File: src/rtl/mem_arb_pkg.sv
// Shared types and constants for the IF/LS memory port arbiter.
package mem_arb_pkg;

  localparam int unsigned DATA_W = 32;
  localparam int unsigned BE_W   = DATA_W / 8;

  typedef enum logic [1:0] {
    IDLE  = 2'd0,
    ISSUE = 2'd1,
    WAIT  = 2'd2,
    RESP  = 2'd3
  } arb_state_e;

  typedef enum logic {
    OWN_IF = 1'b0,
    OWN_LS = 1'b1
  } owner_e;

  localparam logic [2:0] F3_B  = 3'b000;
  localparam logic [2:0] F3_H  = 3'b001;
  localparam logic [2:0] F3_W  = 3'b010;
  localparam logic [2:0] F3_BU = 3'b100;
  localparam logic [2:0] F3_HU = 3'b101;

  // Request fields latched at arbitration time.
  typedef struct packed {
    logic              we;
    logic [2:0]        funct3;
    logic [DATA_W-1:0] addr;
    logic [DATA_W-1:0] wdata;
  } req_t;

endpackage

File: src/rtl/mem_port_arbiter_if.sv
// Requester and RAM-side signals of the memory port arbiter.
interface mem_port_arbiter_if
  import mem_arb_pkg::*;
#(
  parameter int unsigned ADDR_W = 10
);
  logic              if_req;
  logic [DATA_W-1:0] if_addr;
  logic              if_gnt;
  logic              if_rvalid;
  logic [DATA_W-1:0] if_rdata;

  logic              ls_req;
  logic              ls_we;
  logic [2:0]        ls_funct3;
  logic [DATA_W-1:0] ls_addr;
  logic [DATA_W-1:0] ls_wdata;
  logic              ls_gnt;
  logic              ls_rvalid;
  logic [DATA_W-1:0] ls_rdata;
  logic              ls_err;

  logic              mem_en;
  logic              mem_we;
  logic [BE_W-1:0]   mem_be;
  logic [ADDR_W-1:0] mem_addr;
  logic [DATA_W-1:0] mem_wdata;
  logic [DATA_W-1:0] mem_rdata;

  logic              busy;

  modport slave (
    input  if_req, if_addr, ls_req, ls_we, ls_funct3, ls_addr, ls_wdata, mem_rdata,
    output if_gnt, if_rvalid, if_rdata, ls_gnt, ls_rvalid, ls_rdata, ls_err,
           mem_en, mem_we, mem_be, mem_addr, mem_wdata, busy
  );

  modport master (
    output if_req, if_addr, ls_req, ls_we, ls_funct3, ls_addr, ls_wdata, mem_rdata,
    input  if_gnt, if_rvalid, if_rdata, ls_gnt, ls_rvalid, ls_rdata, ls_err,
           mem_en, mem_we, mem_be, mem_addr, mem_wdata, busy
  );
endinterface

File: src/rtl/lsu_byte_lane.sv
// Combinational RV32 load/store lane logic: byte enables, store replication,
// legality check and load extraction with sign/zero extension.
module lsu_byte_lane
  import mem_arb_pkg::*;
(
  input  logic [2:0]        funct3,
  input  logic              we,
  input  logic [1:0]        addr_lo,
  input  logic [DATA_W-1:0] wdata,
  input  logic [DATA_W-1:0] rdata,
  output logic [BE_W-1:0]   be,
  output logic [DATA_W-1:0] wdata_rep,
  output logic              err,
  output logic [DATA_W-1:0] load_data
);

  logic [DATA_W-1:0] shifted;

  always_comb begin
    shifted   = rdata >> {addr_lo, 3'b000};
    be        = '0;
    wdata_rep = '0;
    err       = 1'b0;
    load_data = '0;
    case (funct3)
      F3_B: begin
        be        = BE_W'(4'b0001 << addr_lo);
        wdata_rep = {4{wdata[7:0]}};
        load_data = {{24{shifted[7]}}, shifted[7:0]};
      end
      F3_H: begin
        err       = addr_lo[0];
        be        = BE_W'(4'b0011 << addr_lo);
        wdata_rep = {2{wdata[15:0]}};
        load_data = {{16{shifted[15]}}, shifted[15:0]};
      end
      F3_W: begin
        err       = |addr_lo;
        be        = '1;
        wdata_rep = wdata;
        load_data = shifted;
      end
      // Unsigned variants exist only for loads.
      F3_BU: begin
        err       = we;
        load_data = {24'b0, shifted[7:0]};
      end
      F3_HU: begin
        err       = we | addr_lo[0];
        load_data = {16'b0, shifted[15:0]};
      end
      default: err = 1'b1;
    endcase
    if (!we) be = '1;
  end

endmodule

File: src/rtl/mem_port_arbiter.sv
// Shares one single-port RAM between instruction fetch and load/store,
// one transaction in flight, with starvation-bounded LS priority.
module mem_port_arbiter
  import mem_arb_pkg::*;
#(
  parameter int unsigned ADDR_W     = 10,
  parameter int unsigned MEM_LAT    = 1,
  parameter int unsigned STARVE_MAX = 4
)(
  input  logic               clk,
  input  logic               rst,
  mem_port_arbiter_if.slave  bus
);

  localparam int unsigned LAT_W    = (MEM_LAT > 1) ? $clog2(MEM_LAT) : 1;
  localparam int unsigned STARVE_W = (STARVE_MAX > 0) ? $clog2(STARVE_MAX + 1) : 1;

  arb_state_e          state_q, state_d;
  owner_e              owner_q, owner_d;
  req_t                req_q, req_d;
  logic [LAT_W-1:0]    lat_q, lat_d;
  logic [STARVE_W-1:0] starve_q, starve_d;
  logic [DATA_W-1:0]   if_rdata_q, if_rdata_d;
  logic [DATA_W-1:0]   ls_rdata_q, ls_rdata_d;
  logic                err_q, err_d;

  logic [BE_W-1:0]     lane_be;
  logic [DATA_W-1:0]   lane_wdata;
  logic                lane_err;
  logic [DATA_W-1:0]   lane_load;
  logic                legal;
  logic                pick_if;
  logic                unused_addr_hi;

  assign unused_addr_hi = ^req_q.addr[DATA_W-1:ADDR_W+2];

  lsu_byte_lane u_lane (
    .funct3    (req_q.funct3),
    .we        (req_q.we),
    .addr_lo   (req_q.addr[1:0]),
    .wdata     (req_q.wdata),
    .rdata     (bus.mem_rdata),
    .be        (lane_be),
    .wdata_rep (lane_wdata),
    .err       (lane_err),
    .load_data (lane_load)
  );

  // IF fetches are always word accesses; legality only applies to LS.
  assign legal = (owner_q == OWN_IF) || !lane_err;

  always_ff @(posedge clk or posedge rst) begin
    if (rst) begin
      state_q    <= IDLE;
      owner_q    <= OWN_IF;
      req_q      <= '0;
      lat_q      <= '0;
      starve_q   <= '0;
      if_rdata_q <= '0;
      ls_rdata_q <= '0;
      err_q      <= 1'b0;
    end else begin
      state_q    <= state_d;
      owner_q    <= owner_d;
      req_q      <= req_d;
      lat_q      <= lat_d;
      starve_q   <= starve_d;
      if_rdata_q <= if_rdata_d;
      ls_rdata_q <= ls_rdata_d;
      err_q      <= err_d;
    end
  end

  always_comb begin
    state_d    = state_q;
    owner_d    = owner_q;
    req_d      = req_q;
    lat_d      = lat_q;
    starve_d   = starve_q;
    if_rdata_d = if_rdata_q;
    ls_rdata_d = ls_rdata_q;
    err_d      = err_q;
    pick_if    = 1'b0;

    bus.if_gnt    = 1'b0;
    bus.if_rvalid = 1'b0;
    bus.if_rdata  = if_rdata_q;
    bus.ls_gnt    = 1'b0;
    bus.ls_rvalid = 1'b0;
    bus.ls_rdata  = ls_rdata_q;
    bus.ls_err    = 1'b0;
    bus.mem_en    = 1'b0;
    bus.mem_we    = 1'b0;
    bus.mem_be    = '0;
    bus.mem_addr  = '0;
    bus.mem_wdata = '0;
    bus.busy      = (state_q != IDLE);

    case (state_q)
      IDLE: begin
        if (bus.if_req || bus.ls_req) begin
          pick_if = bus.if_req && (!bus.ls_req || (starve_q == STARVE_W'(STARVE_MAX)));
          if (pick_if) begin
            owner_d  = OWN_IF;
            req_d    = '{we: 1'b0, funct3: F3_W, addr: bus.if_addr, wdata: '0};
            starve_d = '0;
          end else begin
            owner_d  = OWN_LS;
            req_d    = '{we: bus.ls_we, funct3: bus.ls_funct3,
                         addr: bus.ls_addr, wdata: bus.ls_wdata};
            starve_d = bus.if_req ? starve_q + STARVE_W'(1) : '0;
          end
          err_d   = 1'b0;
          state_d = ISSUE;
        end
      end
      ISSUE: begin
        bus.if_gnt = (owner_q == OWN_IF);
        bus.ls_gnt = (owner_q == OWN_LS);
        lat_d      = '0;
        if (legal) begin
          bus.mem_en    = 1'b1;
          bus.mem_we    = req_q.we;
          bus.mem_be    = (owner_q == OWN_IF) ? '1 : lane_be;
          bus.mem_addr  = req_q.addr[ADDR_W+1:2];
          bus.mem_wdata = req_q.we ? lane_wdata : '0;
          state_d       = WAIT;
        end else begin
          err_d      = 1'b1;
          ls_rdata_d = '0;
          state_d    = RESP;
        end
      end
      WAIT: begin
        // Read data is valid MEM_LAT cycles after the issue cycle.
        if (lat_q == LAT_W'(MEM_LAT - 1)) begin
          if (owner_q == OWN_IF) if_rdata_d = bus.mem_rdata;
          else                   ls_rdata_d = req_q.we ? '0 : lane_load;
          state_d = RESP;
        end else begin
          lat_d = lat_q + LAT_W'(1);
        end
      end
      RESP: begin
        bus.if_rvalid = (owner_q == OWN_IF);
        bus.ls_rvalid = (owner_q == OWN_LS);
        bus.ls_err    = (owner_q == OWN_LS) && err_q;
        state_d       = IDLE;
      end
      default: state_d = IDLE;
    endcase
  end

endmodule

File: src/flat_wrapper.sv
// flat-port wrapper written by rule: the top's interface ports become plain ports
module mem_port_arbiter_flat import mem_arb_pkg::*;
#(
  parameter int unsigned ADDR_W     = 10,
  parameter int unsigned MEM_LAT    = 1,
  parameter int unsigned STARVE_MAX = 4
)
  (clk, rst, bus_if_req, bus_if_addr, bus_ls_req, bus_ls_we, bus_ls_funct3, bus_ls_addr, bus_ls_wdata, bus_mem_rdata, bus_if_gnt, bus_if_rvalid, bus_if_rdata, bus_ls_gnt, bus_ls_rvalid, bus_ls_rdata, bus_ls_err, bus_mem_en, bus_mem_we, bus_mem_be, bus_mem_addr, bus_mem_wdata, bus_busy);
  mem_port_arbiter_if #(.ADDR_W(ADDR_W)) bus_i ();
  input  logic clk;
  input  logic rst;
  input wire logic [$bits(bus_i.if_req)-1:0] bus_if_req;
  input wire logic [$bits(bus_i.if_addr)-1:0] bus_if_addr;
  input wire logic [$bits(bus_i.ls_req)-1:0] bus_ls_req;
  input wire logic [$bits(bus_i.ls_we)-1:0] bus_ls_we;
  input wire logic [$bits(bus_i.ls_funct3)-1:0] bus_ls_funct3;
  input wire logic [$bits(bus_i.ls_addr)-1:0] bus_ls_addr;
  input wire logic [$bits(bus_i.ls_wdata)-1:0] bus_ls_wdata;
  input wire logic [$bits(bus_i.mem_rdata)-1:0] bus_mem_rdata;
  output wire logic [$bits(bus_i.if_gnt)-1:0] bus_if_gnt;
  output wire logic [$bits(bus_i.if_rvalid)-1:0] bus_if_rvalid;
  output wire logic [$bits(bus_i.if_rdata)-1:0] bus_if_rdata;
  output wire logic [$bits(bus_i.ls_gnt)-1:0] bus_ls_gnt;
  output wire logic [$bits(bus_i.ls_rvalid)-1:0] bus_ls_rvalid;
  output wire logic [$bits(bus_i.ls_rdata)-1:0] bus_ls_rdata;
  output wire logic [$bits(bus_i.ls_err)-1:0] bus_ls_err;
  output wire logic [$bits(bus_i.mem_en)-1:0] bus_mem_en;
  output wire logic [$bits(bus_i.mem_we)-1:0] bus_mem_we;
  output wire logic [$bits(bus_i.mem_be)-1:0] bus_mem_be;
  output wire logic [$bits(bus_i.mem_addr)-1:0] bus_mem_addr;
  output wire logic [$bits(bus_i.mem_wdata)-1:0] bus_mem_wdata;
  output wire logic [$bits(bus_i.busy)-1:0] bus_busy;
  assign bus_i.if_req = bus_if_req;
  assign bus_i.if_addr = bus_if_addr;
  assign bus_i.ls_req = bus_ls_req;
  assign bus_i.ls_we = bus_ls_we;
  assign bus_i.ls_funct3 = bus_ls_funct3;
  assign bus_i.ls_addr = bus_ls_addr;
  assign bus_i.ls_wdata = bus_ls_wdata;
  assign bus_i.mem_rdata = bus_mem_rdata;
  assign bus_if_gnt = bus_i.if_gnt;
  assign bus_if_rvalid = bus_i.if_rvalid;
  assign bus_if_rdata = bus_i.if_rdata;
  assign bus_ls_gnt = bus_i.ls_gnt;
  assign bus_ls_rvalid = bus_i.ls_rvalid;
  assign bus_ls_rdata = bus_i.ls_rdata;
  assign bus_ls_err = bus_i.ls_err;
  assign bus_mem_en = bus_i.mem_en;
  assign bus_mem_we = bus_i.mem_we;
  assign bus_mem_be = bus_i.mem_be;
  assign bus_mem_addr = bus_i.mem_addr;
  assign bus_mem_wdata = bus_i.mem_wdata;
  assign bus_busy = bus_i.busy;
  mem_port_arbiter #(.ADDR_W(ADDR_W), .MEM_LAT(MEM_LAT), .STARVE_MAX(STARVE_MAX)) u_core (.clk(clk), .rst(rst), .bus(bus_i));
endmodule
File: config.mk
export PLATFORM = sky130hd
export DESIGN_NAME = mem_port_arbiter_flat
export DESIGN_NICKNAME = d
export VERILOG_FILES = /design/src/rtl/mem_arb_pkg.sv /design/src/rtl/mem_port_arbiter_if.sv /design/src/rtl/lsu_byte_lane.sv /design/src/rtl/mem_port_arbiter.sv /design/src/flat_wrapper.sv
export SDC_FILE = /design/constraint.sdc
export NUM_CORES = 1
export LEC_CHECK = 0
export CORE_ASPECT_RATIO = 0.7
export CORE_MARGIN = 5
export CORE_UTILIZATION = 44
export CTS_CLUSTER_SIZE = 16
export DETAILED_ROUTE_END_ITERATION = 6
export GPL_TIMING_DRIVEN = 1
export MAX_ROUTING_LAYER = met4
export PLACE_DENSITY = 0.78
export SLEW_MARGIN = 20
export SYNTH_ARGS = -nofsm -noshare
export SYNTH_HDL_FRONTEND = slang
export SYNTH_SLANG_ARGS = --single-unit
File: constraint.sdc
create_clock -name clk -period 4.39 [get_ports clk]
set_input_delay 0.878 -clock clk [delete_from_list [all_inputs] [get_ports clk]]
set_output_delay 0.878 -clock clk [all_outputs]
set_load 0.01 [all_outputs]
==> flow_metrics.tcl <==
set metrics [dict create \
    synth_ff_type "dfrtp_1" \
    worstPathArrival_ns 3.15 \
    utilization_pct 65.3 \
    grt_setup_unrepaired "false" \
    grt_max_degree 65 \
    power_density_mw_per_mm2 722 \
    max-vdd-ir-drop_mv 0.374 \
    synth_common_cells "119 x dfrtp_1, 87 x nand2_1, 54 x o21ai_0" \
    max_cap_viol_count 0 \
    syn_area_mm2 0.00630 \
    leakage_uw 0.00370 \
    skew_ns 0.0106 \
    cts_tree "done" \
    viasPerCell 5.56 \
    postSynthCellCount 624 \
    numCtsBuffers 17 \
    rows 36 \
    area_growth_pct 44.6 \
    required_ns 3.51 \
    cp-end-kind "output pin" \
    die_area_mm2 0.0169 \
    yosysMostFrequentCell "dfrtp_1" \
    routed_wl_um 20000 \
    antenna_cells 0 \
    outcome "completed" \
    fin_crit_sh_pct 91.8 \
    path_class "flip-flop to output pin" \
    async_flop_share_pct 100 \
    initial_core_util_pct 45.2 \
    endpoint "bus_mem_wdata[17]" \
    avgSynthCellArea_um2 10.1 \
    r2r-end "u_core.bus.ls_rdata[5]" \
    rrSetupSlack_ns 1.77 \
    cts_num_sinks 119 \
    via_count 5648 \
    grt_pass1_wl_um 31000 \
    synth_top_area_share_pct 47.2 \
    wl_per_cell_um 19.7 \
    die_h_um 110 \
    grt_use_total_pct 24.1 \
    worstRegToRegCells 6 \
    drtIter0Drc 373 \
    drt_drc_violations_left 0 \
    detail-route-antenna-nets 0 \
    placed_area_mm2 0.00853 \
    yosysSeqAreaShare_pct 47.2 \
    synth_top_area_cell "dfrtp_1" \
    coreArea_mm2 0.0140 \
    num_io_pins 254 \
    root_buffer "clkbuf_16" \
    ys_seq_elements 119 \
    firstDrtPassIters 5 \
    synth-edff-count 0 \
    syn-num-nets 766 \
    clk_pin_slew_ns 0.06 \
    worstPathMaxFanout 24 \
    synthDistinctLibCells 53 \
    final_area_mm2 0.00912 \
    fillers 1122 \
    tns_ns 0 \
    slew-limit-headroom_pct 34.7 \
    hp-class "flip-flop to flip-flop" \
    dp_hpwl_um 14500 \
    clk_latency_ns 0.42 \
    antenna_found_initial 0 \
    htreeDepth 4 \
    min_period_ns 4.03 \
    p_total_uw 6580 \
    post-cts-setup-buffer-count 0 \
    hold_viol 0 \
    fmax_mhz 248 \
    die_w_um 153 \
    fin_nets 955 \
    setup_viol 0 \
    worst_pin_slew_ns 0.976 \
    synth_area_leaders "dfrtp_1 47%, mux2_2 7.5%, mux2i_1 5.7%, nand2_1 5.2%, o21ai_0 4.3%" \
    r2r-start "u_core.state_q[0]" \
    port_buffers 213 \
    drv_slew 0 \
    grt_pass1_vias 5634 \
    startpoint "u_core.req_q[64]" \
    overflow 0 \
    cp-start-kind "flip-flop" \
    drive_gt1_share_pct 13.0 \
    clk_path_buf_depth 2 \
    yosysWarnings 0 \
    routabilityCongestion 0.880 \
]
==> cells by family after synthesis <==
| kind of cell | share of synthesized area (%) |
|---|---|
| AO/OA/AOI/OAI | 19.1 |
| XOR/XNOR | 0.139 |
| adder cells (fa/ha/maj) | 1.19 |
| buffers and inverters | 4.25 |
| flip-flops | 47.2 |
| multiplexers | 13.6 |
| AND/OR/NAND/NOR | 14.6 |
==> worst max-delay path: stages, from the launching register on <==
cell             delay (ns)
dfrtp_1                0.51
o41ai_2                0.59
o21ai_4                0.17
inv_2                  0.30
nand3_4                0.31
a21oi_1                0.27
clkdlybuf4s50_1        0.58
==> what timing repair did <==
item / 4_1_cts / 5_1_grt
endpoints found under the setup margin: 0 / 2
hold buffers: 0 / 0
gates resized for setup: 0 / 1
==> cell usage in the layout, fill, tap and decap left out, drive strengths merged, types with 4 or more instances in the layout <==
cell type / instances
clkdlybuf4s50: 213
dfrtp: 119
nand2: 87
o21ai: 56
mux2: 42
mux2i: 36
nor2: 34
a21oi: 27
o2bb2ai: 23
and2: 22
clkbuf: 17
a211oi: 14
nor2b: 12
nand2b: 12
nand3b: 10
inv: 10
a2bb2oi: 9
o22ai: 9
a22o: 8
a22oi: 8
clkinvlp: 8
buf: 8
ha: 6
a31oi: 5
nor3: 4
clkinv: 4
==> state kept, by name, summed over array words and instances, names as in the netlist <==
name                 cells
u_core.state_q           2
u_core.err_q             1
u_core.bus.ls_rdata     32
u_core.req_q            48
u_core.starve_q          3
u_core.owner_q           1
u_core.bus.if_rdata     32
==> how the worst min path moves through the flow <==
| stage | slack, ns | endpoint | depth (start not counted) | startpoint |
|---|---|---|---|---|
| finish | 0.47 | u_core.req_q[40] | 2 | u_core.req_q[40] |
| global route | 0.50 | u_core.req_q[38] | 2 | u_core.req_q[38] |
| CTS | 0.48 | u_core.req_q[40] | 2 | u_core.req_q[40] |
| detailed placement | 0.47 | u_core.req_q[40] | 2 | u_core.req_q[40] |
| global placement | 0.46 | u_core.req_q[43] | 2 | u_core.req_q[43] |
| floorplan | 0.44 | u_core.req_q[34] | 2 | u_core.req_q[34] |
==> stage by stage <==
stage,instances,setup WS [ns],hold WS [ns]
2_1_floorplan,624,0.355,0.442
3_3_place_gp,984,0.698,0.455
3_5_place_dp,984,0.595,0.467
4_1_cts,1016,0.131,0.480
5_1_grt,1016,0.213,0.503
6_report,1016,0.359,0.474
==> routing by layer <==
metal	GRT usage (%)	vias up	routed length, µm
li1	-	2596	-
met1	33.0	2787	9080
met2	34.9	237	9010
met3	6.55	28	1560
met4	8.33	0	329
met5	-	-	0
==> power breakdown <==
part           internal (µW)  switching, µW  total (µW)
clock network            834            531        1360
logic                   1550           1700        3260
registers               1590            374        1960
==> cell type report <==
type                            count  area [µm²]  area share, %
Clock buffer                       17         425           4.67
Clock inverter                     15         156           1.72
Inverter                            9        36.3          0.398
Multi-Input combinational cell    445        3080           33.8
Sequential cell                   119        2980           32.7
Tap cell                          190         238           2.61
Timing Repair Buffer              221        2200           24.2
No activity file was read; power rests on OpenSTA's default activity.
